### config.mk
export PLATFORM = sky130hd
export DESIGN_NAME = debounce_toggle
export DESIGN_NICKNAME = d
export VERILOG_FILES = /design/src/rtl/debounce_toggle.sv
export SDC_FILE = /design/constraint.sdc
export NUM_CORES = 1
export LEC_CHECK = 0
export ABC_AREA = 1
export CAP_MARGIN = 20
export CORE_ASPECT_RATIO = 1.25
export CORE_UTILIZATION = 52
export DETAILED_ROUTE_END_ITERATION = 10
export PLACE_DENSITY = 0.77
export SLEW_MARGIN = 20
export SYNTH_ARGS = -nofsm -noshare
export SYNTH_HDL_FRONTEND = slang
export SYNTH_SLANG_ARGS = --single-unit
### constraint.sdc
create_clock -name clk -period 1.4 [get_ports clk]
set_input_delay 0.28 -clock clk [delete_from_list [all_inputs] [get_ports clk]]
set_output_delay 0.28 -clock clk [all_outputs]
set_load 0.1 [all_outputs]
### src/rtl/debounce_toggle.sv
// rtl/debounce_toggle.sv - button synchroniser and debounce FSM emitting one-cycle press pulses
// Optional auto-repeat while the button is held: define DEBOUNCE_AUTOREPEAT_EN.

module debounce_toggle #(
  parameter int STABLE_CYCLES = 4,
  parameter int REPEAT_CYCLES = 8,
  parameter int COUNT_W       = 8
) (
  input  logic               clk,
  input  logic               rst,
  input  logic               btn,
  output logic               pulse,
  output logic               level,
  output logic [COUNT_W-1:0] press_count
);

  localparam int MAX_CYCLES = (STABLE_CYCLES > REPEAT_CYCLES) ? STABLE_CYCLES : REPEAT_CYCLES;
  localparam int CNT_W      = $clog2(MAX_CYCLES) + 1;
  localparam logic [CNT_W-1:0] STABLE_LAST = CNT_W'(STABLE_CYCLES - 1);
`ifdef DEBOUNCE_AUTOREPEAT_EN
  localparam logic [CNT_W-1:0] REPEAT_LAST = CNT_W'(REPEAT_CYCLES - 1);
`endif

  typedef enum logic [1:0] {
    IDLE        = 2'd0,
    PRESS_CHK   = 2'd1,
    HELD        = 2'd2,
    RELEASE_CHK = 2'd3
  } state_t;

  state_t             state_q, state_d;
  logic               s1_q, s2_q;
  logic [CNT_W-1:0]   cnt_q, cnt_d;
  logic               pulse_q, pulse_d;
  logic               level_q, level_d;
  logic [COUNT_W-1:0] count_q, count_d;
  logic               sample;

  assign sample = s2_q;

  always_ff @(posedge clk) begin
    if (rst) begin
      state_q <= IDLE;
      s1_q    <= 1'b0;
      s2_q    <= 1'b0;
      cnt_q   <= '0;
      pulse_q <= 1'b0;
      level_q <= 1'b0;
      count_q <= '0;
    end else begin
      state_q <= state_d;
      s1_q    <= btn;
      s2_q    <= s1_q;
      cnt_q   <= cnt_d;
      pulse_q <= pulse_d;
      level_q <= level_d;
      count_q <= count_d;
    end
  end

  always_comb begin
    state_d = state_q;
    cnt_d   = cnt_q;
    pulse_d = 1'b0;
    level_d = level_q;
    count_d = count_q;
    case (state_q)
      IDLE: begin
        if (sample) begin
          state_d = PRESS_CHK;
          cnt_d   = '0;
        end
      end
      PRESS_CHK: begin
        if (!sample) begin
          state_d = IDLE;
        end else if (cnt_q == STABLE_LAST) begin
          state_d = HELD;
          level_d = 1'b1;
          pulse_d = 1'b1;
          count_d = count_q + 1'b1;
          cnt_d   = '0;
        end else begin
          cnt_d = cnt_q + 1'b1;
        end
      end
      HELD: begin
        if (!sample) begin
          state_d = RELEASE_CHK;
          cnt_d   = '0;
        end else begin
`ifdef DEBOUNCE_AUTOREPEAT_EN
          if (cnt_q == REPEAT_LAST) begin
            pulse_d = 1'b1;
            count_d = count_q + 1'b1;
            cnt_d   = '0;
          end else begin
            cnt_d = cnt_q + 1'b1;
          end
`else
          cnt_d = cnt_q;
`endif
        end
      end
      RELEASE_CHK: begin
        // A bounce back to 1 returns to HELD without a new pulse.
        if (sample) begin
          state_d = HELD;
          cnt_d   = '0;
        end else if (cnt_q == STABLE_LAST) begin
          state_d = IDLE;
          level_d = 1'b0;
        end else begin
          cnt_d = cnt_q + 1'b1;
        end
      end
      default: begin
        state_d = IDLE;
        cnt_d   = '0;
      end
    endcase
  end

  assign pulse       = pulse_q;
  assign level       = level_q;
  assign press_count = count_q;

endmodule

==> impl_results.md <==
* Setup Buffers After CTS at 0
* TritonCTS Sinks at 18
* CTS H-tree lvls at 1
* Fin Setup TNS at 0 ns
* Grt ovf at 0
* Syn Std Cell Area at 908 µm²
* Fin crit period at roughly 1.3 ns
* TritonCTS clock tree: done
* Worst-Skew Late Latency at 0.28 ns
* Fin crit share at between 90% and 100%
* DR vias/cell at around 5.3
* Max Root-Sink Buffers at 2
* Slew @ Worst Pin at between 0.2 and 0.3 ns
* Library cells used by synthesis at 24
* Final hold violation count at 0
* Final WS setup at 0.0886 ns
* # setup viols final at 0
* Final Max Slew Viols at 0
* Total GRT Usage at about a fifth
* Worst vdd ir at between 300 and 400 µV
* Port bufs at 12
* CP Max Fanout at 5
* Clock skew at 0.00208 ns
* Pre-Repair DR Iteration Count at 4
* Leading cell type in the layout, fill and taps excluded: nand2_1
* Synth warn at 0
* RSZ-0062 raised after global routing: no
* Synth async-reset ratio at 0%
* Max-cap violations at 0
* Detail Route Antenna Nets at 0
* Post-Route WL at 1760 µm
* R2R Setup Slk at 0.09 ns
* Largest net degree at the start of global routing at 11
* Half-perimeter wire length after placement at 1360 µm
* Syn_area_per_cell at 7.33 µm²
* Post-synth top flop: dfxtp_1
* Worst hold path class: flop to flop
* First-pass GRT wire length at 2910 µm
* EDFF count, synth at 0
* CTS clk-pin slew, worst paths at ~0.1 ns
* #FFs+latches synth at 18
* Min-Delay Path Depth at 2
* Most frequent cells in the layout: nand2_1, inv_1, a21oi_1
* Worst Min Path Start: s1_q
* Crit start category: flop
* Clock buffer count from CTS at 3
* Height of the die at just under 50 µm
* Initial Utilization at around 57%
* Launch point of the worst reg-to-reg path: cnt_q[0]
* Worst slew margin at ~82%
* Status: finished clean
* Die area at around 1900 µm²
* Initial antenna violation count at 0
* Gpl congestion at between 0.7 and 0.8
* Clock root buffer: clkbuf_4
* Post-cts resize count at 0
* Max frequency at about 0.76 GHz
* Placement Setup Slack at between 0.07 and 0.08 ns
* Core box area at 1600 µm²
* Cells after Synth at 124
* Critical Path AT at about 1.5 ns
* Syn nets at between 100 and 150
* CP required at between 1.5 and 2 ns
* CTS hold repair buffers at 0
* Share of cells above drive strength 1 at 27.1%
* DR iter-0 viols at 14
* Drc violations at 0
* FP Rows at 16
* Via Count at between 800 and 900
* Hold Path Sink: s2_q
* Static leakage at 0.492 nW
* Setup crit end kind: flop
* Number of global-route vias before repair at roughly 740
* CP Class: flop to flop
* Synth-to-Final Area Change at 32.0%
* R2R Path End: level
* Pwr Density at 676 nW/µm²
* Hold WS at roughly 0.41 ns
* Nets@finish at 146
* # diodes at 0
* Reg2reg path depth at 6
* IO Pins at 13
* Die Wd at 39.4 µm
* Wire per inst at ~11 µm
* Seq/Total Area, Yosys at around 40%
* Critical path startpoint: cnt_q[0]
==> cell usage after synthesis (2+ instances only) <==
library cell	n	area [µm²]
o21ai_0	2	10.0
xnor2_1	2	17.5
nor2_1	10	37.5
a21oi_1	11	55.1
ha_1	2	25.0
nand2_1	34	128
inv_2	3	11.3
a21oi_2	3	26.3
inv_1	11	41.3
nand2_4	3	33.8
nand3_1	10	50.1
xor2_1	2	17.5
o21ai_1	2	10.0
dfxtp_1	18	360
nor2_2	2	12.5
==> registers in the layout (all words and copies together) (netlist names), named ones only <==
signal	cells
level	1
press_count	8
cnt_q	4
s2_q	1
state_q	1
s1_q	1
pulse	1
==> layer usage <==
| metal | track usage [%] | share of wire (%) |
|---|---|---|
| met5 | 0 | 0 |
| met4 | 9.20 | 2.2 |
| met3 | 3.67 | 3.4 |
| met2 | 37.2 | 51 |
| met1 | 22.9 | 43 |
==> how the worst max path moves through the flow <==
| stage | endpoint | cells after the start |
|---|---|---|
| floorplan | press_count[6] | 5 |
| global placement | press_count[0] | 6 |
| detailed placement | press_count[0] | 6 |
| CTS | flop | 6 |
| global route | press_count[0] | 6 |
| finish | level | 6 |
==> cell type report <==
type | count | area [µm²]
clock buffer | 4 | 26.3
tap | 18 | 22.5
inverter | 15 | 58.8
timing repair buffer | 13 | 228
sequential | 18 | 375
multi-input combinational | 90 | 488
fill | 128 | 403
==> power by group <==
part	switching, mW	internal [mW]	leakage, nW	total (mW)
Combinational	0.0199	0.0133	0.327	0.0332
Sequential	0.00420	0.511	0.150	0.515
Clock	0.151	0.111	0.0150	0.262
==> per-stage QoR <==
stage / total power [mW] / utilization [%] / cells / instance area [µm²]
after global routing: 0.853 / 74.8 / 158 / 1200
after floorplan: 0.546 / - / 124 / 923
final: 0.810 / 74.8 / 158 / 1200
after global placement: 0.559 / 73.0 / 154 / 1170
after detailed placement: 0.560 / 73.0 / 154 / 1170
after CTS: 0.819 / 74.7 / 158 / 1200
==> worst max-delay path, cell delays in order (launching register included) <==
cell and delay, ns:
dfxtp_1 0.41, ha_2 0.27, nand2_1 0.07, nor2_1 0.08, nand2_1 0.11, o21ai_0 0.19, a21oi_1 0.08
==> kinds of logic after synthesis <==
logic type | count (synthesis) | synth area share [%]
buf+inv | 16 | 6.89
fa+ha+maj | 2 | 2.75
compound gates | 18 | 11.2
simple gates | 66 | 35.7
xor+xnor | 4 | 3.86
flops | 18 | 39.7
Power figures use the tool's default switching activity.
